<file path="config.mk">
export PLATFORM = sky130hd
export DESIGN_NAME = aead_selftest_seq
export DESIGN_NICKNAME = d
export VERILOG_FILES = /design/src/rtl/aead_selftest_seq.sv
export SDC_FILE = /design/constraint.sdc
export NUM_CORES = 2
export LEC_CHECK = 0
export CORE_MARGIN = 10
export CORE_UTILIZATION = 50
export CTS_CLUSTER_SIZE = 24
export DETAILED_ROUTE_END_ITERATION = 10
export GPL_ROUTABILITY_DRIVEN = 1
export GPL_TIMING_DRIVEN = 0
export PLACE_DENSITY = 0.66
export RECOVER_POWER = 50
export SLEW_MARGIN = 20
export SYNTH_ARGS = -nofsm -noshare
export SYNTH_HDL_FRONTEND = slang
export SYNTH_SLANG_ARGS = --single-unit
export TNS_END_PERCENT = 20
</file>
<file path="constraint.sdc">
create_clock -name clock -period 10.1 [get_ports clock]
set_input_delay 1.515 -clock clock [delete_from_list [all_inputs] [get_ports clock]]
set_output_delay 1.515 -clock clock [all_outputs]
set_load 0.01 [all_outputs]
</file>
<file path="src/rtl/aead_selftest_seq.sv">
// aead_selftest_seq
// On-chip self-test sequencer for the integrated AEAD wrapper. One run loads
// the stored associated-data and text vectors into the wrapper FIFOs, pulses
// start, waits for done, drains and checks the result FIFO against the
// expected vectors, optionally checks the tag, and reports pass/fail.
//
// Ports:
//   clock, reset            system clock, asynchronous active-high reset
//   go                      launch a run (sampled only while idle)
//   cfg_mode/_ad_words/_txt_words, check_tag, exp_tag   run configuration
//   vec_wr_en/sel/addr/wdata                            vector store write port
//   dut_*                   wrapper handshake (FIFO pushes, start, done, result pop, tag)
//   busy, pass, fail, timeout, mismatch_idx, cycle_count  run status
module aead_selftest_seq #(
  parameter int W         = 128,
  parameter int MAX_WORDS = 8,
  parameter int AW        = 3,
  parameter int TIMEOUT   = 1024
) (
  input  logic          clock,
  input  logic          reset,
  input  logic          go,
  input  logic [2:0]    cfg_mode,
  input  logic [AW:0]   cfg_ad_words,
  input  logic [AW:0]   cfg_txt_words,
  input  logic          check_tag,
  input  logic [W-1:0]  exp_tag,
  input  logic          vec_wr_en,
  input  logic [1:0]    vec_sel,
  input  logic [AW-1:0] vec_addr,
  input  logic [W-1:0]  vec_wdata,
  output logic          dut_start,
  output logic [2:0]    dut_mode,
  output logic [W-1:0]  dut_data_wr,
  output logic          dut_data_wr_en,
  output logic [W-1:0]  dut_text_wr,
  output logic          dut_text_wr_en,
  input  logic          dut_data_full,
  input  logic          dut_text_full,
  input  logic          dut_done,
  input  logic [W-1:0]  dut_result,
  input  logic          dut_result_empty,
  output logic          dut_result_rd_en,
  input  logic [W-1:0]  dut_tagout,
  input  logic          dut_tag_valid,
  output logic          busy,
  output logic          pass,
  output logic          fail,
  output logic          timeout,
  output logic [AW-1:0] mismatch_idx,
  output logic [31:0]   cycle_count
);

  localparam logic [AW:0] MAX_W = (AW+1)'(MAX_WORDS);
  localparam logic [AW:0] ONE_W = (AW+1)'(1);
  localparam logic [31:0] TMO   = 32'(TIMEOUT);

  typedef enum logic [2:0] {
    S_IDLE, S_LOAD, S_START, S_WAIT, S_DRAIN, S_CHECK, S_REPORT
  } state_t;

  state_t        state_q, state_d;
  logic [AW:0]   ad_words_q, ad_words_d, txt_words_q, txt_words_d;
  logic [AW:0]   data_idx_q, data_idx_d, text_idx_q, text_idx_d;
  logic [AW:0]   res_idx_q, res_idx_d;
  logic          check_tag_q, check_tag_d;
  logic [2:0]    mode_q, mode_d;
  logic [31:0]   timer_q, timer_d, cycle_count_q, cycle_count_d;
  logic          busy_q, busy_d, pass_q, pass_d, fail_q, fail_d;
  logic          timeout_q, timeout_d, err_q, err_d;
  logic [AW-1:0] mismatch_idx_q, mismatch_idx_d;
  logic          tag_vld_q, tag_vld_d;
  logic [W-1:0]  tag_q, tag_d;

  logic [W-1:0]  data_mem [0:MAX_WORDS-1];
  logic [W-1:0]  text_mem [0:MAX_WORDS-1];
  logic [W-1:0]  exp_mem  [0:MAX_WORDS-1];

  function automatic logic [AW:0] sat_words(input logic [AW:0] n);
    return (n > MAX_W) ? MAX_W : n;
  endfunction

  // Vector stores: writable at any time, never reset, out-of-range addresses dropped.
  always_ff @(posedge clock) begin
    if (vec_wr_en && ({1'b0, vec_addr} < MAX_W)) begin
      case (vec_sel)
        2'd0:    data_mem[vec_addr] <= vec_wdata;
        2'd1:    text_mem[vec_addr] <= vec_wdata;
        2'd2:    exp_mem[vec_addr]  <= vec_wdata;
        default: ;
      endcase
    end
  end

  always_comb begin
    state_d          = state_q;
    ad_words_d       = ad_words_q;
    txt_words_d      = txt_words_q;
    data_idx_d       = data_idx_q;
    text_idx_d       = text_idx_q;
    res_idx_d        = res_idx_q;
    check_tag_d      = check_tag_q;
    mode_d           = mode_q;
    timer_d          = timer_q;
    cycle_count_d    = cycle_count_q;
    busy_d           = busy_q;
    pass_d           = pass_q;
    fail_d           = fail_q;
    timeout_d        = timeout_q;
    err_d            = err_q;
    mismatch_idx_d   = mismatch_idx_q;
    tag_vld_d        = tag_vld_q;
    tag_d            = tag_q;
    dut_start        = 1'b0;
    dut_data_wr      = '0;
    dut_data_wr_en   = 1'b0;
    dut_text_wr      = '0;
    dut_text_wr_en   = 1'b0;
    dut_result_rd_en = 1'b0;

    // The wrapper may present its tag at any point after start; keep the first one.
    if ((state_q inside {S_START, S_WAIT, S_DRAIN, S_CHECK}) && !tag_vld_q && dut_tag_valid) begin
      tag_vld_d = 1'b1;
      tag_d     = dut_tagout;
    end

    case (state_q)
      S_IDLE: begin
        if (go) begin
          ad_words_d     = sat_words(cfg_ad_words);
          txt_words_d    = sat_words(cfg_txt_words);
          check_tag_d    = check_tag;
          mode_d         = cfg_mode;
          data_idx_d     = '0;
          text_idx_d     = '0;
          res_idx_d      = '0;
          timer_d        = '0;
          cycle_count_d  = '0;
          pass_d         = 1'b0;
          fail_d         = 1'b0;
          timeout_d      = 1'b0;
          err_d          = 1'b0;
          mismatch_idx_d = '0;
          tag_vld_d      = 1'b0;
          busy_d         = 1'b1;
          // Nothing to push: skip LOAD entirely.
          state_d = ((sat_words(cfg_ad_words) == '0) && (sat_words(cfg_txt_words) == '0))
                    ? S_START : S_LOAD;
        end
      end
      S_LOAD: begin
        // Independent streams: a full flag stalls only its own FIFO.
        if ((data_idx_q < ad_words_q) && !dut_data_full) begin
          dut_data_wr_en = 1'b1;
          dut_data_wr    = data_mem[data_idx_q[AW-1:0]];
          data_idx_d     = data_idx_q + ONE_W;
        end
        if ((text_idx_q < txt_words_q) && !dut_text_full) begin
          dut_text_wr_en = 1'b1;
          dut_text_wr    = text_mem[text_idx_q[AW-1:0]];
          text_idx_d     = text_idx_q + ONE_W;
        end
        if ((data_idx_d == ad_words_q) && (text_idx_d == txt_words_q)) state_d = S_START;
      end
      S_START: begin
        dut_start     = 1'b1;
        cycle_count_d = '0;
        timer_d       = '0;
        state_d       = S_WAIT;
      end
      S_WAIT: begin
        cycle_count_d = (cycle_count_q == '1) ? cycle_count_q : cycle_count_q + 32'd1;
        timer_d       = timer_q + 32'd1;
        if (dut_done) begin
          timer_d = '0;
          state_d = S_DRAIN;
        end else if (timer_d >= TMO) begin
          timeout_d = 1'b1;
          fail_d    = 1'b1;
          state_d   = S_REPORT;
        end
      end
      S_DRAIN: begin
        timer_d = timer_q + 32'd1;
        if ((res_idx_q < txt_words_q) && !dut_result_empty) begin
          dut_result_rd_en = 1'b1;
          res_idx_d        = res_idx_q + ONE_W;
          if ((dut_result != exp_mem[res_idx_q[AW-1:0]]) && !err_q) begin
            err_d          = 1'b1;
            mismatch_idx_d = res_idx_q[AW-1:0];
          end
        end
        // The drain timer keeps running through CHECK.
        if (res_idx_d == txt_words_q) begin
          state_d = S_CHECK;
        end else if (timer_d >= TMO) begin
          timeout_d = 1'b1;
          fail_d    = 1'b1;
          state_d   = S_REPORT;
        end
      end
      S_CHECK: begin
        timer_d = timer_q + 32'd1;
        if (!check_tag_q) begin
          state_d = S_REPORT;
        end else if (tag_vld_q) begin
          if (tag_q != exp_tag) err_d = 1'b1;
          state_d = S_REPORT;
        end else if (timer_d >= TMO) begin
          timeout_d = 1'b1;
          fail_d    = 1'b1;
          state_d   = S_REPORT;
        end
      end
      S_REPORT: begin
        pass_d  = !err_q && !timeout_q;
        fail_d  = err_q || timeout_q;
        busy_d  = 1'b0;
        state_d = S_IDLE;
      end
      default: state_d = S_IDLE;
    endcase
  end

  always_ff @(posedge clock or posedge reset) begin
    if (reset) begin
      state_q        <= S_IDLE;
      ad_words_q     <= '0;
      txt_words_q    <= '0;
      data_idx_q     <= '0;
      text_idx_q     <= '0;
      res_idx_q      <= '0;
      check_tag_q    <= 1'b0;
      mode_q         <= '0;
      timer_q        <= '0;
      cycle_count_q  <= '0;
      busy_q         <= 1'b0;
      pass_q         <= 1'b0;
      fail_q         <= 1'b0;
      timeout_q      <= 1'b0;
      err_q          <= 1'b0;
      mismatch_idx_q <= '0;
      tag_vld_q      <= 1'b0;
      tag_q          <= '0;
    end else begin
      state_q        <= state_d;
      ad_words_q     <= ad_words_d;
      txt_words_q    <= txt_words_d;
      data_idx_q     <= data_idx_d;
      text_idx_q     <= text_idx_d;
      res_idx_q      <= res_idx_d;
      check_tag_q    <= check_tag_d;
      mode_q         <= mode_d;
      timer_q        <= timer_d;
      cycle_count_q  <= cycle_count_d;
      busy_q         <= busy_d;
      pass_q         <= pass_d;
      fail_q         <= fail_d;
      timeout_q      <= timeout_d;
      err_q          <= err_d;
      mismatch_idx_q <= mismatch_idx_d;
      tag_vld_q      <= tag_vld_d;
      tag_q          <= tag_d;
    end
  end

  assign dut_mode     = mode_q;
  assign busy         = busy_q;
  assign pass         = pass_q;
  assign fail         = fail_q;
  assign timeout      = timeout_q;
  assign mismatch_idx = mismatch_idx_q;
  assign cycle_count  = cycle_count_q;

endmodule

</file>
==> impl_metrics.yaml <==
setup_path:
  crit_path_cell_trace: "dlygate4sd3_1, clkinvlp_2, clkbuf_1"
  arrival_time_at_the_worst_endpoint_ns: 7.29
  capture_point_of_the_worst_reg_to_reg_path: "mismatch_idx[2]"
  worst_r2r_startpoint: "res_idx_q[2]"
  cp_data_required_time_ns: 9.89
  worst-path-max-fanout: 88
  timing.setup.critical_path_class: "in -> async"
  worst_setup_path_start_kind: "input pin"
  worst_setup_path_end_kind: "async pin"
  flop_to_flop_setup_slack_ns: 4.22
  worst_path_largest_cell_delay_ns: 3.68
  crit_slowest_cell: "sky130_fd_sc_hd__clkbuf_1"
  reg2reg_depth: 12
global_route:
  grt_first_pass_wirelength_um: 512900
  overflow_left_after_global_routing: 0
  pin_count_of_the_biggest_net_entering_global_routing: 89
  grt_pass1_vias: 68740
  grt.total_usage_pct: 25.66
  initial_antenna_violation_count: 73
timing:
  grt_setup_unrepaired: "no"
  slew-limit-headroom_pct: -242.9
  timing.final.setup_violations: 0
  timing.final.hold_violations: 0
  fin_crit_sh_pct: 74.28
  worst_setup_skew_after_layout_ns: 0.04162
  clock.fmax_mhz: 133.3
  final_slew_violations: 420
  finalSetupTns_ns: 0
  transition_time_of_the_tightest_slew_check_pin_ns: 5.143
  timing.final.crit_period_ns: 7.502
clock_tree:
  cts_buffers: 351
  clock_tree.htree_level_count: 5
  ctsResizeCount: 0
  cts_setup_buffers: 0
  tritoncts_clock_tree: "done"
  clock_tree.root_cell: "sky130_fd_sc_hd__clkbuf_16"
  cts.hold.buffers_added: 0
  cts.sinks: 3300
  cts_max_path_buffers: 4
  clk_pin_slew_ns: 0.06
  worstSkewPairLatency_ns: 0.95
yosys:
  syn_area_per_cell_um2: 20.84
  ys_async_sr_fraction_pct: 6.909
  yosys_most_used_dff: "sky130_fd_sc_hd__edfxtp_1"
  post_synth_num_cell_types: 63
  synth-seq-area-share_pct: 75.78
  number_of_flops_mapped_to_enable_cells_by_yosys: 3072
  synth_nets: 6753
  postSynthCellCount: 6201
  synth.ff_latch_count: 3300
  synth_warnings: 0
  netlist_area_um2: 129300
cells_and_area:
  layout_common_cells: "sky130_fd_sc_hd__edfxtp_1, sky130_fd_sc_hd__mux4_2, sky130_fd_sc_hd__clkdlybuf4s50_1"
  fin_nets: 8126
  syn2layout_area_growth_pct: 21.17
  fillers: 18060
  layout_commonest_cell: "sky130_fd_sc_hd__edfxtp_1"
  drive_gt1_share_pct: 20.72
pwr:
  power.density_cell_area_nw_per_um2: 228.1
  p_leak_nw: 49.03
  vdd_drop_max_mv: 0.2157
  finalPower_mw: 35.73
route:
  drt_first_pass_iters: 6
  drc_errors: 0
  drt-wirelength-per-cell_um: 32.32
  wl_um: 363400
  vias_per_cell: 6.010
  ant_nets: 0
  route.vias.total: 67590
  detailedRoute.firstIterationViolations: 7675
die:
  row_count: 186
  core_area_um2: 257200
  design.die.area_um2: 279200
  die_y_um: 528.4
  start_util_pct: 50.26
  chipWidth_um: 528.4
  boundaryPins: 840
hold_path:
  hold-path-cell-count: 1
  min_delay_worst_endpoint: "dut_mode[2]"
  min_delay_path_class: "reg -> reg"
  hold_path.startpoint: "dut_mode[2]"
placement:
  port_buffers: 839
  hpwl_um: 259000
  finalWeightedCongestion: 0.8907
status:
  run_status: "complete, but fails checks"
  violations: "capacitance limit, slew limit"
run:
  drv.max_cap_violation_count: 17
==> per-layer routing <==
layer  global-route usage (%)  part of all wire, %
met2                    41.91                   49
met5                        0                0.067
met4                    8.937                  3.6
met1                    34.34                   38
met3                    5.649                  9.0
==> stage by stage <==
step | worst slack [ns] | cells | utilization [%] | cell area (µm²) | hold WS [ns]
after floorplan | 2.009 | 6201 | - | 129300 | 0.4667
after CTS | 3.173 | 11210 | 61.00 | 156900 | 0.5123
after global placement | -4.519 | 10420 | 55.17 | 141900 | 0.4893
after global routing | 1.472 | 11230 | 60.89 | 156600 | 0.5318
final | 2.598 | 11250 | 60.90 | 156600 | 0.5129
after detailed placement | 3.626 | 10610 | 56.82 | 146100 | 0.4997
==> cell usage after synthesis, types with 10 or more instances <==
cell type / count / area share (%)
sky130_fd_sc_hd__a21oi_1: 27 / 0.10
sky130_fd_sc_hd__a22oi_1: 37 / 0.21
sky130_fd_sc_hd__a31oi_1: 17 / 0.082
sky130_fd_sc_hd__and3_1: 22 / 0.11
sky130_fd_sc_hd__buf_1: 72 / 0.21
sky130_fd_sc_hd__buf_2: 39 / 0.15
sky130_fd_sc_hd__buf_4: 16 / 0.093
sky130_fd_sc_hd__clkbuf_1: 166 / 0.48
sky130_fd_sc_hd__dfrtp_1: 228 / 4.4
sky130_fd_sc_hd__edfxtp_1: 3072 / 71
sky130_fd_sc_hd__ha_1: 14 / 0.14
sky130_fd_sc_hd__inv_1: 26 / 0.076
sky130_fd_sc_hd__mux2_2: 154 / 1.3
sky130_fd_sc_hd__mux2i_1: 438 / 3.4
sky130_fd_sc_hd__mux4_2: 714 / 12
sky130_fd_sc_hd__nand2_1: 65 / 0.19
sky130_fd_sc_hd__nand2b_1: 13 / 0.063
sky130_fd_sc_hd__nand3_1: 38 / 0.15
sky130_fd_sc_hd__nand3b_1: 13 / 0.076
sky130_fd_sc_hd__nand4_1: 68 / 0.33
sky130_fd_sc_hd__nor2_1: 346 / 1.0
sky130_fd_sc_hd__nor3_1: 18 / 0.070
sky130_fd_sc_hd__nor4_1: 37 / 0.18
sky130_fd_sc_hd__o21a_1: 10 / 0.058
sky130_fd_sc_hd__o21ai_0: 121 / 0.47
sky130_fd_sc_hd__o21ai_1: 16 / 0.062
sky130_fd_sc_hd__o22ai_1: 16 / 0.077
sky130_fd_sc_hd__o31ai_1: 17 / 0.099
sky130_fd_sc_hd__xnor2_1: 194 / 1.3
sky130_fd_sc_hd__xor2_1: 92 / 0.62
==> where the power goes <==
group / internal (mW) / total, mW / leakage [nW] / switching [mW]
Combinational: 3.56 / 7.84 / 13.2 / 4.28
Clock: 7.11 / 12.2 / 5.27 / 5.09
Sequential: 15.4 / 15.7 / 30.6 / 0.268
Total: 26.1 / 35.7 / 49.0 / 9.64
==> cell type report <==
cell class / instances / area [µm²] / area share, %
Buffer: 302 / 1353 / 0.8636
Antenna cell: 33 / 82.58 / 0.05273
Tap cell: 3384 / 4234 / 2.703
Timing Repair Buffer: 1020 / 12140 / 7.752
Clock inverter: 168 / 1403 / 0.8955
Clock buffer: 440 / 9355 / 5.973
Multi-Input combinational cell: 2572 / 30000 / 19.15
Sequential cell: 3300 / 97950 / 62.54
Inverter: 27 / 102.6 / 0.06551
==> registers in the layout, summed over array words and instances (netlist names), 3 cells and up <==
signal,count
ad_words_q,4
cycle_count,32
data_idx_q,4
data_mem,1024
dut_mode,3
exp_mem,1024
mismatch_idx,3
res_idx_q,4
state_q,3
tag_q,128
text_idx_q,4
text_mem,1024
timer_q,32
txt_words_q,4
==> logic make-up (layout without fill, tap and decap cells) <==
kind of cell	count (synthesis)	count (layout)	synth area share, %
mux	1308	1308	17.20
buf+inv	329	1957	1.095
simple gates	662	662	2.406
xor+xnor	286	286	1.938
fa+ha+maj	14	14	0.1355
other cells	0	33	0
compound gates	302	302	1.443
flops	3300	3300	75.78
==> worst max-delay path by stage <==
stage             startpoint  slack, ns         endpoint  depth (start not counted)
2_1_floorplan     vec_sel[0]       2.01   data_mem[0][0]                          3
3_3_place_gp     vec_addr[1]      -4.52  exp_mem[2][124]                          3
3_5_place_dp   dut_text_full       3.63  dut_text_wr[44]                          8
4_1_cts        text_idx_q[0]       3.17  dut_text_wr[47]                          8
5_1_grt                reset       1.47       timer_q[1]                          3
6_report               reset       2.60       timer_q[1]                          3
==> critical path, delay by kind of cell <==
kind | cells | cell delay [ns]
buffers and inverters | 3 | 5.66
(Power assumes the default switching activity.)
